**src/rtl/cv32e40x_xif_aes_queue.sv**
```systemverilog
// cv32e40x_xif_aes_queue: multi-outstanding AES32 (Zkne/Zknd) coprocessor on flattened XIF signals.
// Accepted instructions wait in a DEPTH-entry in-order queue until they are committed or killed.
// Committed heads run through riscv_crypto_fu_saes32 into a registered, back-pressured result port.
// Optional macro XIF_AES_DEC_EN: decodes aes32dsi/aes32dsmi and builds the FU with decryption.

module riscv_crypto_fu_saes32 #(
  parameter bit SAES_DEC_EN = 1'b0
) (
  input  logic [31:0] i_rs1,
  input  logic [31:0] i_rs2,
  input  logic [1:0]  i_bs,
  input  logic        i_dec,
  input  logic        i_mix,
  output logic [31:0] o_rd
);

  function automatic logic [7:0] gf_xtime(input logic [7:0] a);
    return {a[6:0], 1'b0} ^ (a[7] ? 8'h1b : 8'h00);
  endfunction

  function automatic logic [7:0] gf_mul(input logic [7:0] a, input logic [7:0] b);
    logic [7:0] acc;
    logic [7:0] sh;
    acc = 8'h00;
    sh  = a;
    for (int i = 0; i < 8; i++) begin
      if (b[i]) acc = acc ^ sh;
      sh = gf_xtime(sh);
    end
    return acc;
  endfunction

  // a^254 is the multiplicative inverse in GF(2^8); zero maps to zero.
  function automatic logic [7:0] gf_inv(input logic [7:0] a);
    logic [7:0] r;
    r = a;
    for (int i = 0; i < 6; i++) r = gf_mul(gf_mul(r, r), a);
    return gf_mul(r, r);
  endfunction

  function automatic logic [7:0] sbox_fwd(input logic [7:0] a);
    logic [7:0] b;
    b = gf_inv(a);
    return b ^ {b[6:0], b[7]} ^ {b[5:0], b[7:6]} ^ {b[4:0], b[7:5]} ^ {b[3:0], b[7:4]} ^ 8'h63;
  endfunction

  function automatic logic [7:0] sbox_inv(input logic [7:0] a);
    logic [7:0] b;
    b = {a[6:0], a[7]} ^ {a[4:0], a[7:5]} ^ {a[1:0], a[7:2]} ^ 8'h05;
    return gf_inv(b);
  endfunction

  logic        w_dec;
  logic [7:0]  w_sel;
  logic [7:0]  w_so;
  logic [31:0] w_mix;
  logic [31:0] w_rot;

  // Byte select, S-box, optional MixColumns column, rotate back into place and fold into rs1.
  always_comb begin
    w_dec = SAES_DEC_EN && i_dec;
    case (i_bs)
      2'd0:    w_sel = i_rs2[7:0];
      2'd1:    w_sel = i_rs2[15:8];
      2'd2:    w_sel = i_rs2[23:16];
      default: w_sel = i_rs2[31:24];
    endcase
    if (w_dec) w_so = sbox_inv(w_sel);
    else       w_so = sbox_fwd(w_sel);
    if (!i_mix) w_mix = {24'h000000, w_so};
    else if (w_dec) w_mix = {gf_mul(w_so, 8'h0b), gf_mul(w_so, 8'h0d), gf_mul(w_so, 8'h09), gf_mul(w_so, 8'h0e)};
    else w_mix = {gf_mul(w_so, 8'h03), w_so, w_so, gf_xtime(w_so)};
    case (i_bs)
      2'd0:    w_rot = w_mix;
      2'd1:    w_rot = {w_mix[23:0], w_mix[31:24]};
      2'd2:    w_rot = {w_mix[15:0], w_mix[31:16]};
      default: w_rot = {w_mix[7:0],  w_mix[31:8]};
    endcase
    o_rd = i_rs1 ^ w_rot;
  end

endmodule

module cv32e40x_xif_aes_queue #(
  parameter int X_ID_WIDTH = 4,
  parameter int XLEN       = 32,
  parameter int DEPTH      = 4
) (
  input  logic                  clk,
  input  logic                  rst_n,
  input  logic                  i_issue_valid,
  output logic                  o_issue_ready,
  input  logic [31:0]           i_issue_instr,
  input  logic [X_ID_WIDTH-1:0] i_issue_id,
  input  logic [XLEN-1:0]       i_issue_rs0,
  input  logic [XLEN-1:0]       i_issue_rs1,
  input  logic [1:0]            i_issue_rs_valid,
  output logic                  o_issue_accept,
  output logic                  o_issue_writeback,
  input  logic                  i_commit_valid,
  input  logic [X_ID_WIDTH-1:0] i_commit_id,
  input  logic                  i_commit_kill,
  output logic                  o_result_valid,
  input  logic                  i_result_ready,
  output logic [X_ID_WIDTH-1:0] o_result_id,
  output logic [XLEN-1:0]       o_result_data,
  output logic [4:0]            o_result_rd,
  output logic                  o_result_we
);

  localparam int              PW       = $clog2(DEPTH);
  localparam logic [PW:0]     LP_DEPTH = (PW+1)'(DEPTH);
  localparam logic [PW-1:0]   LP_P_ONE = PW'(1);
  localparam logic [PW:0]     LP_C_ONE = (PW+1)'(1);
`ifdef XIF_AES_DEC_EN
  localparam bit              LP_DEC_EN = 1'b1;
`else
  localparam bit              LP_DEC_EN = 1'b0;
`endif

  // Queue payload; r_op is {decrypt, mixcolumn}.
  logic [X_ID_WIDTH-1:0] r_id  [DEPTH];
  logic [XLEN-1:0]       r_rs0 [DEPTH];
  logic [XLEN-1:0]       r_rs1 [DEPTH];
  logic [1:0]            r_bs  [DEPTH];
  logic [1:0]            r_op  [DEPTH];
  logic [4:0]            r_rd  [DEPTH];
  logic [DEPTH-1:0]      r_vld;
  logic [DEPTH-1:0]      r_cmt;
  logic [DEPTH-1:0]      r_kil;
  logic [PW-1:0]         r_head;
  logic [PW-1:0]         r_tail;
  logic [PW:0]           r_count;

  logic                  r_res_valid;
  logic [X_ID_WIDTH-1:0] r_res_id;
  logic [XLEN-1:0]       r_res_data;
  logic [4:0]            r_res_rd;
  logic                  r_res_we;

  logic        w_is_aes;
  logic        w_not_full;
  logic        w_push;
  logic        w_head_vld;
  logic        w_pop_kill;
  logic        w_pop_res;
  logic        w_pop;
  logic        w_new_match;
  logic [31:0] w_fu_rd;
  logic        w_unused;

  assign w_unused = ^i_issue_instr[24:15];

  // Decode the four AES32 encodings; decryption forms only when the decrypt option is built in.
  always_comb begin
    w_is_aes = 1'b0;
    if ((i_issue_instr[6:0] == 7'b0110011) && (i_issue_instr[14:12] == 3'b000)) begin
      case (i_issue_instr[29:25])
        5'b10001, 5'b10011: w_is_aes = 1'b1;
`ifdef XIF_AES_DEC_EN
        5'b10101, 5'b10111: w_is_aes = 1'b1;
`endif
        default:            w_is_aes = 1'b0;
      endcase
    end else begin
      w_is_aes = 1'b0;
    end
  end

  assign w_not_full = (r_count != LP_DEPTH);

  // Issue handshake: AES needs a free slot and both operands; anything else is refused at once.
  always_comb begin
    o_issue_ready     = 1'b0;
    o_issue_accept    = 1'b0;
    o_issue_writeback = 1'b0;
    if (!rst_n) begin
      o_issue_ready = 1'b0;
    end else if (w_is_aes) begin
      o_issue_ready     = w_not_full && (i_issue_rs_valid == 2'b11);
      o_issue_accept    = i_issue_valid;
      o_issue_writeback = i_issue_valid;
    end else begin
      o_issue_ready = 1'b1;
    end
  end

  assign w_push      = i_issue_valid && o_issue_ready && w_is_aes;
  assign w_new_match = i_commit_valid && (i_commit_id == i_issue_id);
  assign w_head_vld  = r_vld[r_head];
  assign w_pop_kill  = w_head_vld && r_kil[r_head];
  assign w_pop_res   = w_head_vld && !r_kil[r_head] && r_cmt[r_head] && (!r_res_valid || i_result_ready);
  assign w_pop       = w_pop_kill || w_pop_res;

  riscv_crypto_fu_saes32 #(
    .SAES_DEC_EN (LP_DEC_EN)
  ) u_fu (
    .i_rs1 (r_rs0[r_head]),
    .i_rs2 (r_rs1[r_head]),
    .i_bs  (r_bs[r_head]),
    .i_dec (r_op[r_head][1]),
    .i_mix (r_op[r_head][0]),
    .o_rd  (w_fu_rd)
  );

  // Entry payload; only meaningful while the matching valid flag is set.
  always_ff @(posedge clk) begin
    if (w_push) begin
      r_id[r_tail]  <= i_issue_id;
      r_rs0[r_tail] <= i_issue_rs0;
      r_rs1[r_tail] <= i_issue_rs1;
      r_bs[r_tail]  <= i_issue_instr[31:30];
      r_op[r_tail]  <= i_issue_instr[27:26];
      r_rd[r_tail]  <= i_issue_instr[11:7];
    end
  end

  // Entry flags and pointers: commit/kill marking, in-order pop at head, push at tail.
  always_ff @(posedge clk or negedge rst_n) begin
    if (!rst_n) begin
      r_vld   <= '0;
      r_cmt   <= '0;
      r_kil   <= '0;
      r_head  <= '0;
      r_tail  <= '0;
      r_count <= '0;
    end else begin
      for (int i = 0; i < DEPTH; i++) begin
        if (i_commit_valid && r_vld[i] && (r_id[i] == i_commit_id)) begin
          if (i_commit_kill) r_kil[i] <= 1'b1;
          else               r_cmt[i] <= 1'b1;
        end
      end
      if (w_pop) begin
        r_vld[r_head] <= 1'b0;
        r_cmt[r_head] <= 1'b0;
        r_kil[r_head] <= 1'b0;
        r_head        <= r_head + LP_P_ONE;
      end
      if (w_push) begin
        r_vld[r_tail] <= 1'b1;
        r_cmt[r_tail] <= w_new_match && !i_commit_kill;
        r_kil[r_tail] <= w_new_match && i_commit_kill;
        r_tail        <= r_tail + LP_P_ONE;
      end
      case ({w_push, w_pop})
        2'b10:   r_count <= r_count + LP_C_ONE;
        2'b01:   r_count <= r_count - LP_C_ONE;
        default: r_count <= r_count;
      endcase
    end
  end

  // Result register: loads on a committed pop, holds until the core takes it.
  always_ff @(posedge clk or negedge rst_n) begin
    if (!rst_n) begin
      r_res_valid <= 1'b0;
      r_res_id    <= '0;
      r_res_data  <= '0;
      r_res_rd    <= 5'd0;
      r_res_we    <= 1'b0;
    end else if (w_pop_res) begin
      r_res_valid <= 1'b1;
      r_res_id    <= r_id[r_head];
      r_res_data  <= w_fu_rd;
      r_res_rd    <= r_rd[r_head];
      r_res_we    <= 1'b1;
    end else if (i_result_ready) begin
      r_res_valid <= 1'b0;
      r_res_we    <= 1'b0;
    end
  end

  assign o_result_valid = r_res_valid;
  assign o_result_id    = r_res_id;
  assign o_result_data  = r_res_data;
  assign o_result_rd    = r_res_rd;
  assign o_result_we    = r_res_we;

endmodule
```
**config.mk**
```make
export PLATFORM = sky130hd
export DESIGN_NAME = cv32e40x_xif_aes_queue
export DESIGN_NICKNAME = d
export VERILOG_FILES = /design/src/rtl/cv32e40x_xif_aes_queue.sv
export SDC_FILE = /design/constraint.sdc
export NUM_CORES = 1
export LEC_CHECK = 0
export CORE_MARGIN = 2
export CORE_UTILIZATION = 25
export DETAILED_ROUTE_END_ITERATION = 12
export GPL_TIMING_DRIVEN = 0
export SYNTH_ARGS = -nofsm -noshare
export SYNTH_HDL_FRONTEND = slang
export SYNTH_SLANG_ARGS = --single-unit
```
**constraint.sdc**
```tcl
create_clock -name clk -period 25.1 [get_ports clk]
set_clock_uncertainty 0.2 [all_clocks]
set_input_delay 2.51 -clock clk [delete_from_list [all_inputs] [get_ports clk]]
set_output_delay 2.51 -clock clk [all_outputs]
set_load 0.01 [all_outputs]
```
==> out/metrics.csv <==
metric,value,unit
status,finished clean,
cp.required,25.34,ns
cts_buffers,35,
die_area,0.1219,mm^2
finish.utilization,30.66,%
cts_root_buf,clkbuf_16,
critPathLaunchType,flip-flop,
drt-total-wl,85290,um
setup.worst_path.class,reg2reg,
diodes,0,
setup_viol,0,
ys_ff_latch,365,
syn_inst,2713,
io_pins,158,
path_clk_slew,0.07,ns
rr_endpoint,o_result_data[24],
initial_core_util,25.23,%
ys_async_sr_fraction,16.71,%
final_area,0.03621,mm^2
crit_path_frequent_cell,buf_4,
post-route-period-util,97.39,%
fin_crit,24.45,ns
die_h,349.2,um
die_x,349.2,um
p_total,1.225,mW
worstSkewPairLatency,0.55,ns
drive_gt1_share,19.59,%
grt_usage,13.43,%
h-tree-depth,2,
max_freq,40.91,MHz
max_stage_delay,0.60,ns
synthAdderAreaFrac,0.7392,%
postPlaceCellArea,0.03329,mm^2
max_cap_violations,0,
cp.arrival,24.68,ns
synth-compound-area-share,10.20,%
synth.avg_cell_area,10.98,um^2
grt_max_degree,53,
leakage,13.34,nW
tightest_slew,1.002,ns
ys_types,104,
drtIter0Drc,1925,
synth_top_flop_cell,edfxtp_1,
yosys.area.top_type,edfxtp_1,
critical-path-top-delay-family,XOR/XNOR gates,
yosys.area_share.simple,11.34,%
cp_max_fo,15,
overflow,0,
min-delay-start,r_count[0],
cts_tree,yes,
syn_to_final_growth,21.53,%
reg2reg_from,r_head[0],
grt_pass1_vias,21470,
crit_buf_inv,23,
hold_viol,0,
clock_path_buffers,3,
core,0.1181,mm^2
port_buffers,143,
relSlewSlack,32.96,%
worstHoldPathCells,1,
syn-num-nets,2842,
place_congestion,0.8934,
drv_slew,0,
clkSinkCount,365,
antenna_found_initial,3,
worstHoldPathType,reg2reg,
ant_nets,0,
synth_top_area_share,30.64,%
powerDensity,33.84,mW/mm^2
synth-seq-area-share,35.77,%
slowest_stage,xnor3_2,
synthTopCellsByArea,"edfxtp_1 31%, xnor2_1 11%, xnor3_1 6.0%, mux4_2 5.9%, dfrtp_1 5.1%",
synth-edff-count,304,
row_count,126,
synthMuxAreaShare,10.16,%
drc,0,
syn_area,0.02979,mm^2
num_vias,22190,
r2r_cells,92,
synth_top_family_by_area,XOR/XNOR gates,
viasPerCell,4.880,
r2r_slack,0.65,ns
ir_drop,0.06463,mV
fin_nets,3115,
synth_warnings,0,
grt_pass1_wl,130100,um
dp_hpwl,61140,um
wl_per_cell,18.75,um
critPathCaptureType,flip-flop,
firstDrtPassIters,8,
hold_end,r_count[0],
synth_xor_area_share,28.26,%
## cell usage in the layout, fill, tap and decap left out, types with 10 or more instances in the layout
cell,instances
clkdlybuf4s50_1,142
inv_1,23
a211oi_1,10
a22oi_1,13
xnor2_4,27
xnor2_1,335
and3_1,19
buf_2,43
o21a_1,14
xnor2_2,49
o22ai_1,34
mux2_2,32
buf_6,10
a21oi_1,97
ha_1,13
xor2_1,138
mux2i_1,80
o21ai_0,64
mux4_2,78
buf_4,125
xor2_2,22
a31oi_1,12
nor4_1,11
o21ai_1,39
xor3_1,15
xnor3_2,29
edfxtp_1,304
xor2_4,18
nor3_1,49
clkbuf_16,35
nand2b_1,17
o211ai_1,22
nand2_1,316
dfrtp_1,61
xnor3_1,62
nand3_1,44
nor2_1,219
and2_1,20
clkbuf_1,77
buf_1,10
## sequential cells by signal, indices dropped and copies added (netlist names), 5 cells and up
signal	flops
o_result_data	32
o_result_rd	5
r_bs	8
r_id	16
r_rd	20
r_rs0	128
r_rs1	128
## metrics by stage
step	TNS (ns)	setup WS, ns	hold WS (ns)	cells
3_3_place_gp	-128.57	-4.447	0.2575	4392
5_1_grt	-3.634	-0.2180	0.2943	4548
6_report	0	0.6539	0.2720	4548
2_1_floorplan	0	0.5332	0.2420	2713
4_1_cts	0	0.01556	0.2771	4494
3_5_place_dp	-129.50	-4.522	0.2641	4397
## where the power goes
part / internal (mW) / switching, mW
Sequential: 0.656 / 0.00000281
Combinational: 0.0185 / 0.0156
Clock: 0.297 / 0.238
Total: 0.972 / 0.253
## synthesized netlist by cell type (23+ instances only)
cell type and n:
mux2_2 32, mux4_2 78, nor3_1 51, o21ai_0 66, nand2_1 318, mux2i_1 81
buf_2 58, xnor2_1 363, dfrtp_1 61, xor2_1 162, o21ai_1 39, a21oi_1 98
nand3_1 45, nor2_1 224, edfxtp_1 304, inv_1 23, clkbuf_1 80, xnor3_1 80
xnor2_2 37, buf_4 28, o22ai_1 34
## worst max-delay path by stage
| stage | startpoint | endpoint | slack, ns | depth (start not counted) |
|---|---|---|---|---|
| floorplan | r_head[0] | o_result_data[24] | 0.53 | 101 |
| global placement | r_head[0] | o_result_data[12] | -4.45 | 105 |
| detailed placement | r_head[0] | o_result_data[12] | -4.52 | 105 |
| CTS | r_head[0] | o_result_data[12] | 0.02 | 104 |
| global route | r_head[0] | o_result_data[5] | -0.22 | 100 |
| finish | r_head[0] | o_result_data[24] | 0.65 | 92 |
## layer usage
| layer | vias to the layer above | track usage, % | routed length, um |
|---|---|---|---|
| li1 | 10270 | - | - |
| met1 | 10970 | 17.99 | 36540 |
| met2 | 824 | 22.95 | 41670 |
| met3 | 118 | 1.426 | 5183 |
| met4 | 6 | 3.563 | 1866 |
| met5 | - | 0 | 40 |
## cell families after synthesis
family / count (synthesis)
adders and majority gates: 17
buffers and inverters: 219
muxes: 198
xor gates and xnor gates: 703
AOI/OAI and AO/OA: 445
DFF: 365
and+or+nand+nor: 766
## area by class of cell
cell class,count,area [um^2]
Multi-Input combinational cell,2129,19060
Clock inverter,20,241.5
Sequential cell,365,10660
Clock buffer,43,915.9
Timing Repair Buffer,239,2255
Fill cell,11960,81870
Inverter,33,132.6
Buffer,183,1027
Tap cell,1536,1922
## what timing repair did
action	CTS	global route
hold endpoints to repair	0	0
pin swaps	34	45
buffers inserted	37	54
endpoints found under the setup margin	32	32
hold buffers	0	0
gates resized for setup	96	98
(Power assumes the default switching activity.)
